===== config.mk =====
export PLATFORM = sky130hd
export DESIGN_NAME = ex_stage
export DESIGN_NICKNAME = d
export VERILOG_FILES = /design/src/rtl/ex_stage.sv
export SDC_FILE = /design/constraint.sdc
export NUM_CORES = 1
export LEC_CHECK = 0
export BUFFER_PORTS_ARGS = -buffer_cell sky130_fd_sc_hd__buf_2
export CAP_MARGIN = 10
export CORE_UTILIZATION = 34
export CTS_CLUSTER_SIZE = 8
export DETAILED_ROUTE_END_ITERATION = 6
export SETUP_SLACK_MARGIN = 0.3
export SYNTH_ARGS = -nofsm -noshare
export SYNTH_HDL_FRONTEND = slang
export SYNTH_SLANG_ARGS = --single-unit

===== constraint.sdc =====
create_clock -name clk -period 2.7 [get_ports clk]
set_clock_uncertainty 0.2 [all_clocks]
set_input_delay 0.405 -clock clk [delete_from_list [all_inputs] [get_ports clk]]
set_output_delay 0.405 -clock clk [all_outputs]
set_load 0.005 [all_outputs]

===== src/rtl/ex_stage.sv =====
// ex_stage: execute stage between the ID/EX and EX/MEM pipeline registers.
// Holds the ALU, the architectural C/Z flags, predicate squash logic and
// the EX/MEM register with stall (hold) and flush (bubble) control.
// Optional operand forwarding from EX/MEM and WB: define EX_FWD_EN.
module ex_stage #(
   parameter int DW = 8,
   parameter int IW = 19
) (
   input  logic          clk,
   input  logic          reset,
   input  logic [DW-1:0] ID_EX_A,
   input  logic [DW-1:0] ID_EX_B,
   input  logic [IW-1:0] ID_EX_instruction,
   input  logic          ID_EX_mem_write,
   input  logic          ID_EX_reg_write,
   input  logic          ID_EX_alu_use_carry,
   input  logic          ID_EX_alu_B_mux,
   input  logic          ID_EX_select_c,
   input  logic          ID_EX_select_z,
   input  logic          ID_EX_write_c,
   input  logic          ID_EX_write_z,
   input  logic [2:0]    ID_EX_alu_op,
   input  logic [1:0]    ID_EX_reg_write_mux,
   input  logic          stall,
   input  logic          flush,
`ifdef EX_FWD_EN
   input  logic          wb_reg_write,
   input  logic [2:0]    wb_rd,
   input  logic [DW-1:0] wb_data,
`endif
   output logic [DW-1:0] EX_MEM_alu_result,
   output logic [DW-1:0] EX_MEM_B,
   output logic [IW-1:0] EX_MEM_instruction,
   output logic          EX_MEM_mem_write,
   output logic          EX_MEM_reg_write,
   output logic [1:0]    EX_MEM_reg_write_mux,
   output logic          flag_c,
   output logic          flag_z
);

   typedef enum logic [2:0] {
      OP_ADD  = 3'b000,
      OP_SUB  = 3'b001,
      OP_AND  = 3'b010,
      OP_OR   = 3'b011,
      OP_XOR  = 3'b100,
      OP_SHL  = 3'b101,
      OP_SHR  = 3'b110,
      OP_PASS = 3'b111
   } alu_op_e;

   // Pipeline and flag state
   logic [DW-1:0] r_alu_result;
   logic [DW-1:0] r_b;
   logic [IW-1:0] r_instruction;
   logic          r_mem_write;
   logic          r_reg_write;
   logic [1:0]    r_reg_write_mux;
   logic          r_flag_c;
   logic          r_flag_z;

   // Datapath
   logic [DW-1:0] w_op_a;
   logic [DW-1:0] w_fwd_b;
   logic [DW-1:0] w_op_b;
   logic [DW:0]   w_sum;
   logic [DW-1:0] w_result;
   logic          w_cout;
   logic          w_cin;
   logic          w_z_new;
   logic          w_ok;

`ifdef EX_FWD_EN
   logic [2:0] w_rs;
   logic [2:0] w_rt;
   logic [2:0] w_ex_rd;

   assign w_rs    = ID_EX_instruction[10:8];
   assign w_rt    = ID_EX_instruction[7:5];
   assign w_ex_rd = r_instruction[13:11];

   // Operand forwarding: the younger EX/MEM result wins over WB
   always_comb begin
      // NOTE: every output gets a default first so no path can infer a latch.
      w_op_a  = ID_EX_A;
      w_fwd_b = ID_EX_B;
      if (r_reg_write && (w_ex_rd == w_rs))
         w_op_a = r_alu_result;
      else if (wb_reg_write && (wb_rd == w_rs))
         w_op_a = wb_data;
      if (r_reg_write && (w_ex_rd == w_rt))
         w_fwd_b = r_alu_result;
      else if (wb_reg_write && (wb_rd == w_rt))
         w_fwd_b = wb_data;
   end
`else
   assign w_op_a  = ID_EX_A;
   assign w_fwd_b = ID_EX_B;
`endif

   // The imm mux sits after forwarding; store data always takes the register path
   assign w_op_b = ID_EX_alu_B_mux ? ID_EX_instruction[DW-1:0] : w_fwd_b;

   // Carry-in: live C flag when chained, otherwise 1 for subtract (two's complement)
   assign w_cin = ID_EX_alu_use_carry ? r_flag_c : (ID_EX_alu_op == OP_SUB);

   // ALU: result and carry-out for the selected operation
   always_comb begin
      w_sum    = '0;
      w_result = '0;
      w_cout   = 1'b0;
      case (alu_op_e'(ID_EX_alu_op))
         OP_ADD: begin
            w_sum    = {1'b0, w_op_a} + {1'b0, w_op_b} + {{DW{1'b0}}, w_cin};
            w_result = w_sum[DW-1:0];
            w_cout   = w_sum[DW];
         end
         OP_SUB: begin
            w_sum    = {1'b0, w_op_a} + {1'b0, ~w_op_b} + {{DW{1'b0}}, w_cin};
            w_result = w_sum[DW-1:0];
            w_cout   = w_sum[DW];
         end
         OP_AND:  w_result = w_op_a & w_op_b;
         OP_OR:   w_result = w_op_a | w_op_b;
         OP_XOR:  w_result = w_op_a ^ w_op_b;
         OP_SHL: begin
            w_result = {w_op_a[DW-2:0], 1'b0};
            w_cout   = w_op_a[DW-1];
         end
         OP_SHR: begin
            w_result = {1'b0, w_op_a[DW-1:1]};
            w_cout   = w_op_a[0];
         end
         OP_PASS: w_result = w_op_b;
      endcase
   end

   assign w_z_new = (w_result == '0);

   // Predicate uses the flags as they stand before this instruction updates them
   assign w_ok = (!ID_EX_select_c || r_flag_c) && (!ID_EX_select_z || r_flag_z);

   // EX/MEM register and flags: reset > flush > stall > capture
   always_ff @(posedge clk or negedge reset) begin
      // NOTE: sequential state uses non-blocking assignments so every register samples pre-edge values.
      if (!reset) begin
         r_alu_result    <= '0;
         r_b             <= '0;
         r_instruction   <= '0;
         r_mem_write     <= 1'b0;
         r_reg_write     <= 1'b0;
         r_reg_write_mux <= '0;
         r_flag_c        <= 1'b0;
         r_flag_z        <= 1'b0;
      end else if (flush) begin
         r_alu_result    <= '0;
         r_b             <= '0;
         r_instruction   <= '0;
         r_mem_write     <= 1'b0;
         r_reg_write     <= 1'b0;
         r_reg_write_mux <= '0;
      end else if (!stall) begin
         r_alu_result    <= w_result;
         r_b             <= w_fwd_b;
         r_instruction   <= ID_EX_instruction;
         r_mem_write     <= ID_EX_mem_write && w_ok;
         r_reg_write     <= ID_EX_reg_write && w_ok;
         r_reg_write_mux <= ID_EX_reg_write_mux;
         if (ID_EX_write_c && w_ok)
            r_flag_c <= w_cout;
         if (ID_EX_write_z && w_ok)
            r_flag_z <= w_z_new;
      end
   end

   assign EX_MEM_alu_result    = r_alu_result;
   assign EX_MEM_B             = r_b;
   assign EX_MEM_instruction   = r_instruction;
   assign EX_MEM_mem_write     = r_mem_write;
   assign EX_MEM_reg_write     = r_reg_write;
   assign EX_MEM_reg_write_mux = r_reg_write_mux;
   assign flag_c               = r_flag_c;
   assign flag_z               = r_flag_z;

endmodule

* Word-level counts from Yosys, hierarchy flattened
Cells that the tools add are included.
Operators by class: $add $sub $neg 4, muxes and demuxes 16, reduce and logical (&&, ||, !) cells 13, equality and inequality tests 8, bitwise logic cells 6
Operator list (count):
- 8-bit one-hot mux with 8 select lines | 1
- 8-bit two-way mux | 5
- 19-bit two-way mux | 2
- 8-bit by 8-bit adder with 9-bit output | 2
- 9-bit by 1-bit adder with 9-bit output | 2
- 3-bit == test (second input constant) | 4
- 8-bit AND | 1
- 8-bit logical NOT | 1
- 8-bit NOT | 1
- 8-bit bitwise OR | 1
- 8-bit XOR | 1
- 3-bit by 2-bit == test with 1-bit output (second input constant) | 2
- 3-bit AND reduction | 2
- 1-bit logical AND | 5
- 1-bit two-way mux | 5
- 2-bit two-way mux | 2
- 1-bit one-hot mux with 4 select lines | 1
- 3-bit by 1-bit == test with 1-bit output (second input constant) | 1
- 3-bit logical NOT | 1
- 1-bit logical NOT | 2
- 1-bit logical OR | 2
- 2-bit by 1-bit inequality test with 1-bit output (second input constant) | 1
- 1-bit NOT | 2
Storage, ports and cells: input port bits 52, register bits after elaboration 41, output and inout port bits 41, word-level logic and storage cells 55

* Logic depth before layout (Yosys ltp)
Gate-level depths: netlist of run 1.
depth after elaboration 7, depth in mapped cells 14

* Least setup slack after synthesis of run 1
OpenSTA, ideal clock, no wires.
kind input -> register, start point in ID_EX_alu_op[1], end point reg r_alu_result[6] (netlist: EX_MEM_alu_result[6]), setup slack -0.820 ns, required time 2.381 ns, stages on the path 14, data arrival time 3.201 ns, path buffers 2, path through buf_6 -> or3b_1 -> buf_2 -> o21ai_0 -> inv_1 -> fa_1 -> fa_1 -> o21bai_1 -> a21oi_1 -> o31ai_1 -> a221oi_1 -> a31oi_1 -> o31ai_1 -> and2_1
Between the ends: cells in the longest elaborated chain, start to end 6, elaborated cells between the ends (all ways) 14, those cells by class 2 x add/sub; 7 x eq/ne; 4 x mux; 1 x reduce/logical
Ends and longest elaborated chain:
- start, declared | line 22 | input logic [2:0] ID_EX_alu_op,
- 3-bit by 1-bit == test with 1-bit output
- 1-bit two-way mux | line 105 | assign w_cin = ID_EX_alu_use_carry ? r_flag_c : (ID_EX_alu_op == OP_SUB);
- 9-bit by 1-bit adder with 9-bit output, on equally long branches | line 119, 114
- 8-bit one-hot mux with 8 select lines (*) | line 112 | case (alu_op_e'(ID_EX_alu_op))
- 8-bit two-way mux (*) | line 162 | end else if (!stall) begin
- 8-bit two-way mux (*) | line 155 | end else if (flush) begin
- end signal, assigned | line 163 | r_alu_result <= w_result;
- end, declared | line 53 | logic [DW-1:0] r_alu_result;
Mark *: on every way between the ends. The rest lies on a longest branch, timed or not. The select of a mux whose other input is x is not followed. A chain may end at the register's enable or synchronous reset.

* Worst setup path in the final report of run 1
start point in ID_EX_alu_op[2], end point reg r_alu_result[2] (netlist: EX_MEM_alu_result[2])
Same word-level chain as after synthesis.

==> impl_metrics.json, run 1 <==
{
  "powerDensity_nw_per_um2": 432,
  "max_freq_ghz": 0.335,
  "grt_first_pass_wirelength_mm": 15.3,
  "timing.critical_path.fanout_max": 2,
  "timing.final.setup_violations": 7,
  "worstSetupStartpointType": "input pin",
  "fillers": 894,
  "worst_ep_required_time_ns": 2.69,
  "route.vias.total": 3096,
  "status": "complete, but fails checks",
  "crit_path_frequent_cell": "fa_2",
  "grt-ovfl-total": 0,
  "edff_count_synth": 0,
  "initialDrtViolationCount": 131,
  "clock-sinks": 41,
  "cts-buffers-inserted": 5,
  "critical_path.endpoint_type": "flip-flop",
  "syn2layout_area_growth_pct": 40.4,
  "finish.net_count": 577,
  "timing.final.hold_violations": 0,
  "design.die.area_um2": 9930,
  "cts-root-buf": "clkbuf_8",
  "slew_headroom": 0.388,
  "tightest_hold_check_type": "in -> async",
  "cp_num_buf_inv": 3,
  "synth.largest_area_cell": "dfrtp_1",
  "post_synth_inst_count": 355,
  "1st_pass_router_iterations": 4,
  "p_total_mw": 1.96,
  "cts_tree": "done",
  "n_antenna_cell": 0,
  "buffer_ports.inserted": 92,
  "horiz_die_dim_um": 99.6,
  "initial_antenna_violation_count": 0,
  "count_of_synthesis_stage_warnings_from_yosys": 0,
  "drive_gt1_frac": 0.408,
  "failed_checks": "setup timing",
  "syn_nets": 435,
  "cell_types_occupying_the_most_area_after_synthesis": "dfrtp_1, mux2i_1, ha_1",
  "worst_pin_slew_ns": 0.917,
  "post_drt_antenna_nets": 0,
  "vdd_ir_drop_max_uv": 222,
  "grt_setup_unrepaired": "yes",
  "cp.arrival_ns": 2.97,
  "syn-mean-instance-area_um2": 9.13,
  "route.detailed.wl_per_inst_um": 15.5,
  "postSynth.topFlopCell": "dfrtp_1",
  "dpl.hpwl_mm": 7.39,
  "synth.distinct_cells": 56,
  "synthesis_stage_register_bit_count": 41,
  "grt_start_max_net_pins": 42,
  "postSynth.asyncResetShare": 1.00,
  "multi_input_area_um2": 2190,
  "drc": 0,
  "critical-path-max-stage-delay_ns": 0.41,
  "wl_mm": 9.71,
  "fin_crit_ns": 2.99,
  "finalCritPeriodShare": 1.11,
  "routabilityCongestion": 0.892,
  "synth-seq-area-share": 0.317,
  "postLayoutSetupSlackWorst_ns": -0.286,
  "worst-setup-path-type": "in -> reg",
  "floorplan.rows": 35,
  "vias_per_cell": 4.95,
  "finish.utilization": 0.492,
  "post-synth-top-area-fraction": 0.317,
  "design.portCount": 93,
  "initial_utilization": 0.351,
  "grt_util_all_layers": 0.196,
  "coreArea_um2": 9240,
  "syn-cell-area_um2": 3240,
  "cts-root-to-sink-buffers": 2,
  "htreeDepth": 2,
  "register_area_um2": 1030,
  "clock_latency_ns": 0.29,
  "maxCapViolations": 0,
  "critical-path-slowest-cell": "or3b_4",
  "die_height_um": 99.6,
  "total_count_of_max_transition_violations_in_the_final_report": 0,
  "place_ws_ns": -0.828,
  "postCtsHoldBufs": 0,
  "number_of_global_route_vias_before_repair": 2975,
  "clk_transition_reported_paths_ns": 0.08,
  "timing.critical_path.max_delay_family": "adder cells",
  "critical_path.cell_chain": "buf_6 > or3b_4 > o21ai_4 > inv_2 > fa_2 > fa_2 > buf_4 > xnor2_1 > mux2i_1 > a221oi_2 > a21oi_2 > mux2_4 > and2_1",
  "power_leakage_nw": 2.34
}
[flip-flops by register name, summed over array words and instances (netlist names)]
register,count
flag_c,1
EX_MEM_B,8
EX_MEM_mem_write,1
flag_z,1
EX_MEM_reg_write,1
EX_MEM_reg_write_mux,2
EX_MEM_alu_result,8
EX_MEM_instruction,19
[final timing paths]
kind,end,start,slack [ns],cells after the start
max in group asynchronous,EX_MEM_instruction[1]$_DFFE_PN0P_,reset,1.69,1
min,EX_MEM_instruction[9]$_DFFE_PN0P_,reset,0.04,1
min reg2reg,EX_MEM_reg_write$_DFFE_PN0P_,EX_MEM_reg_write$_DFFE_PN0P_,0.31,1
max reg2reg,flag_z$_DFFE_PN0P_,flag_c$_DFFE_PN0P_,-0.17,14
min in group clk,flag_c$_DFFE_PN0P_,ID_EX_write_c,0.12,2
max,EX_MEM_alu_result[2]$_DFFE_PN0P_,ID_EX_alu_op[2],-0.29,13
[metrics by stage]
| stage | instances | hold slack [ns] | TNS [ns] | area, um2 |
|---|---|---|---|---|
| global placement | 615 | 0.286 | -4.79 | 4240 |
| detailed placement | 615 | 0.289 | -5.13 | 4240 |
| finish | 626 | 0.0360 | -1.26 | 4550 |
| floorplan | 355 | -0.0906 | -2.78 | 3290 |
| global route | 626 | 0.101 | -2.15 | 4550 |
| CTS | 625 | 0.0628 | -1.11 | 4470 |
[routing by layer]
| metal | GRT usage | up-vias | share of wire |
|---|---|---|---|
| met5 | 0 | - | 0 |
| met4 | 0.0588 | 0 | 0.013 |
| met3 | 0.0260 | 10 | 0.037 |
| met2 | 0.319 | 75 | 0.49 |
| met1 | 0.271 | 1477 | 0.46 |
| li1 | - | 1534 | - |
[logic make-up after synthesis]
family | Yosys count | synth area share
xor gates and xnor gates | 5 | 0.0135
muxes | 49 | 0.161
adders and majority gates | 28 | 0.120
and+or+nand+nor | 104 | 0.150
DFF | 41 | 0.317
AOI/OAI and AO/OA | 79 | 0.173
buffers and inverters | 49 | 0.0668
[report_power, final]
part           internal, mW  total (mW)  switching, mW
clock network         0.269       0.478          0.209
registers             0.655       0.677         0.0222
logic                 0.397       0.809          0.412
[placed cells by master, fill, tap and decap left out, types with 3 or more instances in the layout]
master     n
nand2_1   15
a221oi_2   3
buf_4     61
o21ai_1    3
clkbuf_8   5
a22oi_1    3
o22ai_1    6
fa_2       4
dfrtp_1   41
buf_2     90
o21ai_0    3
inv_2      3
buf_6      3
nor3_1     8
o21a_1     4
a22o_1     3
a21oi_1   16
nand2b_1  11
and2_1     3
nor2b_1    6
mux2i_1   43
o211ai_1   3
ha_1      22
a21oi_2    4
inv_1     26
xnor2_1    3
nor2_1    47
[synth_stat cells (3+ instances only)]
| master | number |
|---|---|
| nor2b_1 | 7 |
| a22o_1 | 3 |
| fa_1 | 5 |
| mux2i_1 | 45 |
| nor2_1 | 48 |
| clkbuf_1 | 8 |
| o31ai_1 | 4 |
| dfrtp_1 | 41 |
| o22ai_1 | 6 |
| a211oi_1 | 4 |
| o211ai_1 | 3 |
| a22oi_1 | 4 |
| nor3_1 | 8 |
| and2_1 | 3 |
| nand2b_1 | 11 |
| a221oi_1 | 4 |
| o21ai_0 | 5 |
| o21a_1 | 4 |
| nand2_1 | 16 |
| buf_2 | 8 |
| xnor2_1 | 4 |
| ha_1 | 23 |
| inv_1 | 27 |
| a21oi_1 | 20 |
[area by class of cell]
type,instances,share of cell area
inverter,29,0.0239
timing repair buffer,155,0.210
clock inverter,2,0.00770
tap,129,0.0355
multi-input combinational,265,0.482
clock buffer,5,0.0151
sequential,41,0.225
[timing repair]
action                                  in CTS  in global routing
pin swaps                                   14                  9
cloned                                       0                  0
gates resized for setup                     24                 13
endpoints found under the setup margin      10                 10
setup buffers                                3                  1
Power figures use the tool's default switching activity.
==> run 2: changes to the inputs <==
--- a/config.mk
+++ b/config.mk
@@ -14,3 +14,4 @@
 export SYNTH_ARGS = -nofsm -noshare
 export SYNTH_HDL_FRONTEND = slang
 export SYNTH_SLANG_ARGS = --single-unit
+export TNS_END_PERCENT = 10
==> run 2 against run 1 <==
  * The flow still finishes with violations (setup timing)
  * Global-route usage fell by 0.78 points
  * Sequential cell count did not move
  * Power down 2.9%
  * Non-clock buffer count is 8 lower
  * Final area shrank 2.7%
  * Clock power about the same
  * Combinational power shrank 7.0%
  * Critical endpoint unchanged
  * Largest cell class unchanged
  * Highest routed layer unchanged
==> impl_metrics.json, run 2 (synthesis gave the netlist of run 1 again) <==
{
  "grt_start_max_net_pins": 42,
  "power_leakage_nw": 2.29,
  "finish.net_count": 569,
  "timing.critical_path.fanout_max": 2,
  "grt_setup_unrepaired": "yes",
  "coreArea_um2": 9240,
  "postCtsSetupRepairBufs": 0,
  "drive_gt1_frac": 0.393,
  "n_antenna_cell": 0,
  "design.portCount": 93,
  "worst_r2r_end": "EX_MEM_alu_result[2]$_DFFE_PN0P_",
  "clock-sinks": 41,
  "clock_latency_ns": 0.29,
  "number_of_global_route_vias_before_repair": 2941,
  "grt_util_all_layers": 0.188,
  "initialDrtViolationCount": 169,
  "worst-setup-path-type": "in -> reg",
  "status": "complete, but fails checks",
  "total_count_of_max_transition_violations_in_the_final_report": 0,
  "final_common_cell": "buf_2",
  "1st_pass_router_iterations": 4,
  "cts-root-buf": "clkbuf_8",
  "grt_first_pass_wirelength_mm": 14.8,
  "max_freq_ghz": 0.339,
  "floorplan.rows": 35,
  "syn2layout_area_growth_pct": 36.7,
  "layout.cells.most_common_list": "buf_2, buf_4, nor2_1",
  "routabilityCongestion": 0.908,
  "fin_tns_setup_ns": -1.13,
  "worst_ep_required_time_ns": 2.69,
  "clk_transition_reported_paths_ns": 0.08,
  "initial_antenna_violation_count": 0,
  "slew_headroom": 0.387,
  "cp.arrival_ns": 2.94,
  "timing.final.hold_violations": 0,
  "worst-r2r-cell-count": 11,
  "fin_crit_ns": 2.95,
  "cts-buffers-inserted": 5,
  "critical_path.endpoint_type": "flip-flop",
  "postCtsHoldBufs": 0,
  "worstSetupStartpointType": "input pin",
  "route.vias.total": 3027,
  "worst_pin_slew_ns": 0.920,
  "setup_slack_reg_to_reg_ns": -0.03,
  "grt-ovfl-total": 0,
  "timing.final.setup_violations": 7,
  "tightest_hold_check_type": "in -> async",
  "route.detailed.wl_per_inst_um": 14.9,
  "crit-reg2reg-launch": "flag_c$_DFFE_PN0P_",
  "drc": 0,
  "powerDensity_nw_per_um2": 430,
  "cts-root-to-sink-buffers": 2,
  "post_drt_antenna_nets": 0,
  "postLayoutSetupSlackWorst_ns": -0.250,
  "design.die.area_um2": 9930,
  "largest_register_ffs": 19,
  "vdd_ir_drop_max_uv": 206,
  "htreeDepth": 2,
  "horiz_die_dim_um": 99.6,
  "wl_mm": 9.18,
  "finalCritPeriodShare": 1.09,
  "dpl.hpwl_mm": 7.11,
  "failed_checks": "setup timing",
  "maxCapViolations": 0,
  "buffer_ports.inserted": 92,
  "die_height_um": 99.6,
  "cts_tree": "done",
  "final.hold.worst_slack_ns": 0.0420,
  "initial_utilization": 0.351,
  "vias_per_cell": 4.90
}
## run 2: report_power, final
group | leakage, nW | internal [mW] | switching [mW]
combinational | 1.69 | 0.366 | 0.387
clock | 0.0540 | 0.269 | 0.210
sequential | 0.545 | 0.655 | 0.0206
total | 2.29 | 1.29 | 0.618
## run 2: layout make-up
class,instances,area (um2)
clock buffer,5,68.8
sequential,41,1030
fill,898,4810
tap,129,161
clock inverter,2,35.0
multi-input combinational,265,2150
inverter,29,109
timing repair buffer,147,880
## run 2: how the worst max path moves through the flow
stage                          startpoint                          endpoint  slack (ns)  cells after the start
after floorplan           ID_EX_alu_op[1]  EX_MEM_alu_result[6]$_DFFE_PN0P_       -0.60                     14
after global placement    ID_EX_alu_op[2]  EX_MEM_alu_result[6]$_DFFE_PN0P_       -0.76                     13
after detailed placement  ID_EX_alu_op[2]  EX_MEM_alu_result[6]$_DFFE_PN0P_       -0.85                     13
after CTS                 ID_EX_alu_op[2]  EX_MEM_alu_result[6]$_DFFE_PN0P_       -0.30                     13
after global routing      ID_EX_alu_op[2]  EX_MEM_alu_result[2]$_DFFE_PN0P_       -0.36                     12
final                     ID_EX_alu_op[2]  EX_MEM_alu_result[2]$_DFFE_PN0P_       -0.25                     12
## run 2: timing repair
action	in CTS	in global routing
endpoints found under the setup margin	10	10
pin swaps	10	3
resized for setup	9	20
## run 2: stage by stage
step                cell area, um2  std cells  total power, mW  utilization  worst slack (ns)
detailed placement            4180        611             1.38        0.453            -0.847
floorplan                     3260        355             1.07            -            -0.599
global placement              4180        611             1.37        0.453            -0.757
finish                        4430        618             1.91        0.479            -0.250
global route                  4430        618             2.03        0.479            -0.356
CTS                           4320        618             1.88        0.468            -0.299
## run 2: routing by layer
metal,global-route usage,routed length [um],vias to the layer above
li1,-,-,1517
met1,0.260,4340,1431
met2,0.302,4310,65
met3,0.0267,324,14
met4,0.0622,199,0
met5,0,0,-
## run 2: critical path, cell delays in order
cell,delay (ns)
buf_6,0.09
or3b_4,0.42
o21ai_4,0.16
inv_2,0.06
fa_2,0.36
fa_2,0.37
xnor2_1,0.18
mux2i_1,0.10
a221oi_2,0.27
a21oi_2,0.09
mux2_2,0.30
and2_1,0.15
==> run 3: changes to the inputs <==
--- a/config.mk
+++ b/config.mk
@@ -7,6 +7,7 @@
 export LEC_CHECK = 0
 export BUFFER_PORTS_ARGS = -buffer_cell sky130_fd_sc_hd__buf_2
 export CAP_MARGIN = 10
+export CORE_ASPECT_RATIO = 1.25
 export CORE_UTILIZATION = 34
 export CTS_CLUSTER_SIZE = 8
 export DETAILED_ROUTE_END_ITERATION = 6
==> run 3 against run 2 <==
  * The run still ends with setup timing left
  * Sequential power is essentially flat
  * Power grew 3.2%
  * Die area is essentially flat
  * Largest power group unchanged
==> impl_metrics.json, run 3 (synthesis gave the netlist of run 1 again) <==
{
  "critical-path-slowest-cell": "or3b_4",
  "routabilityCongestion": 0.877,
  "grt-ovfl-total": 0,
  "vias_per_cell": 5.06,
  "failed_checks": "setup timing",
  "die_height_um": 111,
  "critical_path.endpoint_type": "flip-flop",
  "cts-buffers-inserted": 5,
  "dpl.hpwl_mm": 7.52,
  "grt_util_all_layers": 0.201,
  "placedCellCount": 616,
  "power_leakage_nw": 2.34,
  "final.hold.worst_slack_ns": 0.0589,
  "syn2layout_area_growth_pct": 37.5,
  "drive_gt1_frac": 0.383,
  "grt_first_pass_wirelength_mm": 15.6,
  "fin_crit_ns": 3.08,
  "critical_path.cell_chain": "buf_2 > or3b_4 > o21ai_4 > inv_2 > fa_2 > fa_2 > o21bai_1 > a21oi_2 > o31ai_1 > buf_4 > nand2b_1 > a31oi_1 > o31ai_1 > and2_1",
  "finalCritPeriodShare": 1.14,
  "cts-root-buf": "clkbuf_16",
  "design.portCount": 93,
  "initial_antenna_violation_count": 0,
  "final_common_cell": "buf_2",
  "wl_mm": 9.55,
  "grt_setup_unrepaired": "yes",
  "tightest_hold_check_type": "in -> async",
  "horiz_die_dim_um": 89.3,
  "cts-root-to-sink-buffers": 2,
  "clock-sinks": 41,
  "timing.final.hold_violations": 0,
  "clock_latency_ns": 0.27,
  "timing.critical_path.fanout_max": 3,
  "worst-setup-path-type": "in -> reg",
  "worstSetupStartpointType": "input pin",
  "vdd_ir_drop_max_uv": 399,
  "route.detailed.wl_per_inst_um": 15.4,
  "status": "complete, but fails checks",
  "initialDrtViolationCount": 143,
  "cp.arrival_ns": 3.09,
  "cts_tree": "done",
  "grt_start_max_net_pins": 42,
  "place_ws_ns": -0.709,
  "fin_tns_setup_ns": -1.67,
  "buffer_ports.inserted": 92,
  "htreeDepth": 2,
  "slew_headroom": 0.398,
  "postCtsSetupRepairBufs": 0,
  "number_of_global_route_vias_before_repair": 3162,
  "worst_pin_slew_ns": 0.904,
  "maxCapViolations": 0,
  "largest_register_ffs": 19,
  "total_count_of_max_transition_violations_in_the_final_report": 0,
  "initial_utilization": 0.351,
  "worst_ep_required_time_ns": 2.72,
  "floorplan.rows": 39,
  "postLayoutSetupSlackWorst_ns": -0.377,
  "max_freq_ghz": 0.325,
  "clk_transition_reported_paths_ns": 0.06,
  "drc": 0,
  "non_filler_instance_count_after_layout": 622,
  "design.die.area_um2": 9930,
  "powerDensity_nw_per_um2": 442,
  "post_drt_antenna_nets": 0,
  "coreArea_um2": 9220,
  "1st_pass_router_iterations": 4,
  "timing.final.setup_violations": 9,
  "route.vias.total": 3146,
  "n_antenna_cell": 0,
  "finish.net_count": 580,
  "layout.cells.most_common_list": "buf_2, buf_4, nor2_1",
  "critical-path-max-stage-delay_ns": 0.41,
  "postCtsHoldBufs": 0
}
## run 3: changes by cell type in the layout (fill, tap and decap cells not counted), sizes merged
cell and change:
buf +11, bufinv -1
## run 3: worst max-delay path: cells and delay by family
kind	cells	cell delay [ns]
AOI/OAI and AO/OA	6	0.98
adders and majority gates	2	0.71
and+or+nand+nor	3	0.66
buffers and inverters	3	0.33
## run 3: final timing paths
path	from	to	slack [ns]	cells past startpoint
max	ID_EX_alu_op[2]	EX_MEM_alu_result[6]$_DFFE_PN0P_	-0.38	14
min	reset	EX_MEM_instruction[18]$_DFFE_PN0P_	0.06	1
max reg2reg	flag_c$_DFFE_PN0P_	EX_MEM_alu_result[6]$_DFFE_PN0P_	-0.20	13
min reg2reg	EX_MEM_reg_write$_DFFE_PN0P_	EX_MEM_reg_write$_DFFE_PN0P_	0.30	1
max in group asynchronous	reset	EX_MEM_alu_result[0]$_DFFE_PN0P_	1.67	1
min in group clk	ID_EX_write_c	flag_c$_DFFE_PN0P_	0.13	2
## run 3: per-stage QoR
stage          utilization  area [um2]  total power [mW]
2_1_floorplan            -        3260              1.07
3_3_place_gp         0.462        4260              1.39
3_5_place_dp         0.462        4260              1.40
4_1_cts              0.481        4430              1.98
5_1_grt              0.483        4460              2.08
6_report             0.483        4460              1.97
## run 3: timing repair
item,4_1_cts,5_1_grt
endpoints found under the setup margin,10,10
gates resized for setup,11,5
pin swaps,7,0
## run 3: layout make-up
type	instances	area, um2
multi-input combinational	265	2080
fill	891	4770
sequential	41	1030
clock buffer	5	125
inverter	29	109
clock inverter	1	5.00
tap	123	154
timing repair buffer	158	960
## run 3: where the power goes
part,internal (mW),switching (mW)
clock network,0.330,0.218
logic,0.365,0.378
registers,0.656,0.0213
total,1.35,0.617
## run 3: layer usage
layer | GRT usage | vias up | part of all wire
li1 | - | 1532 | -
met4 | 0.0540 | 0 | 0.014
met1 | 0.268 | 1515 | 0.45
met3 | 0.0268 | 10 | 0.048
met5 | 0 | - | 0
met2 | 0.337 | 89 | 0.49
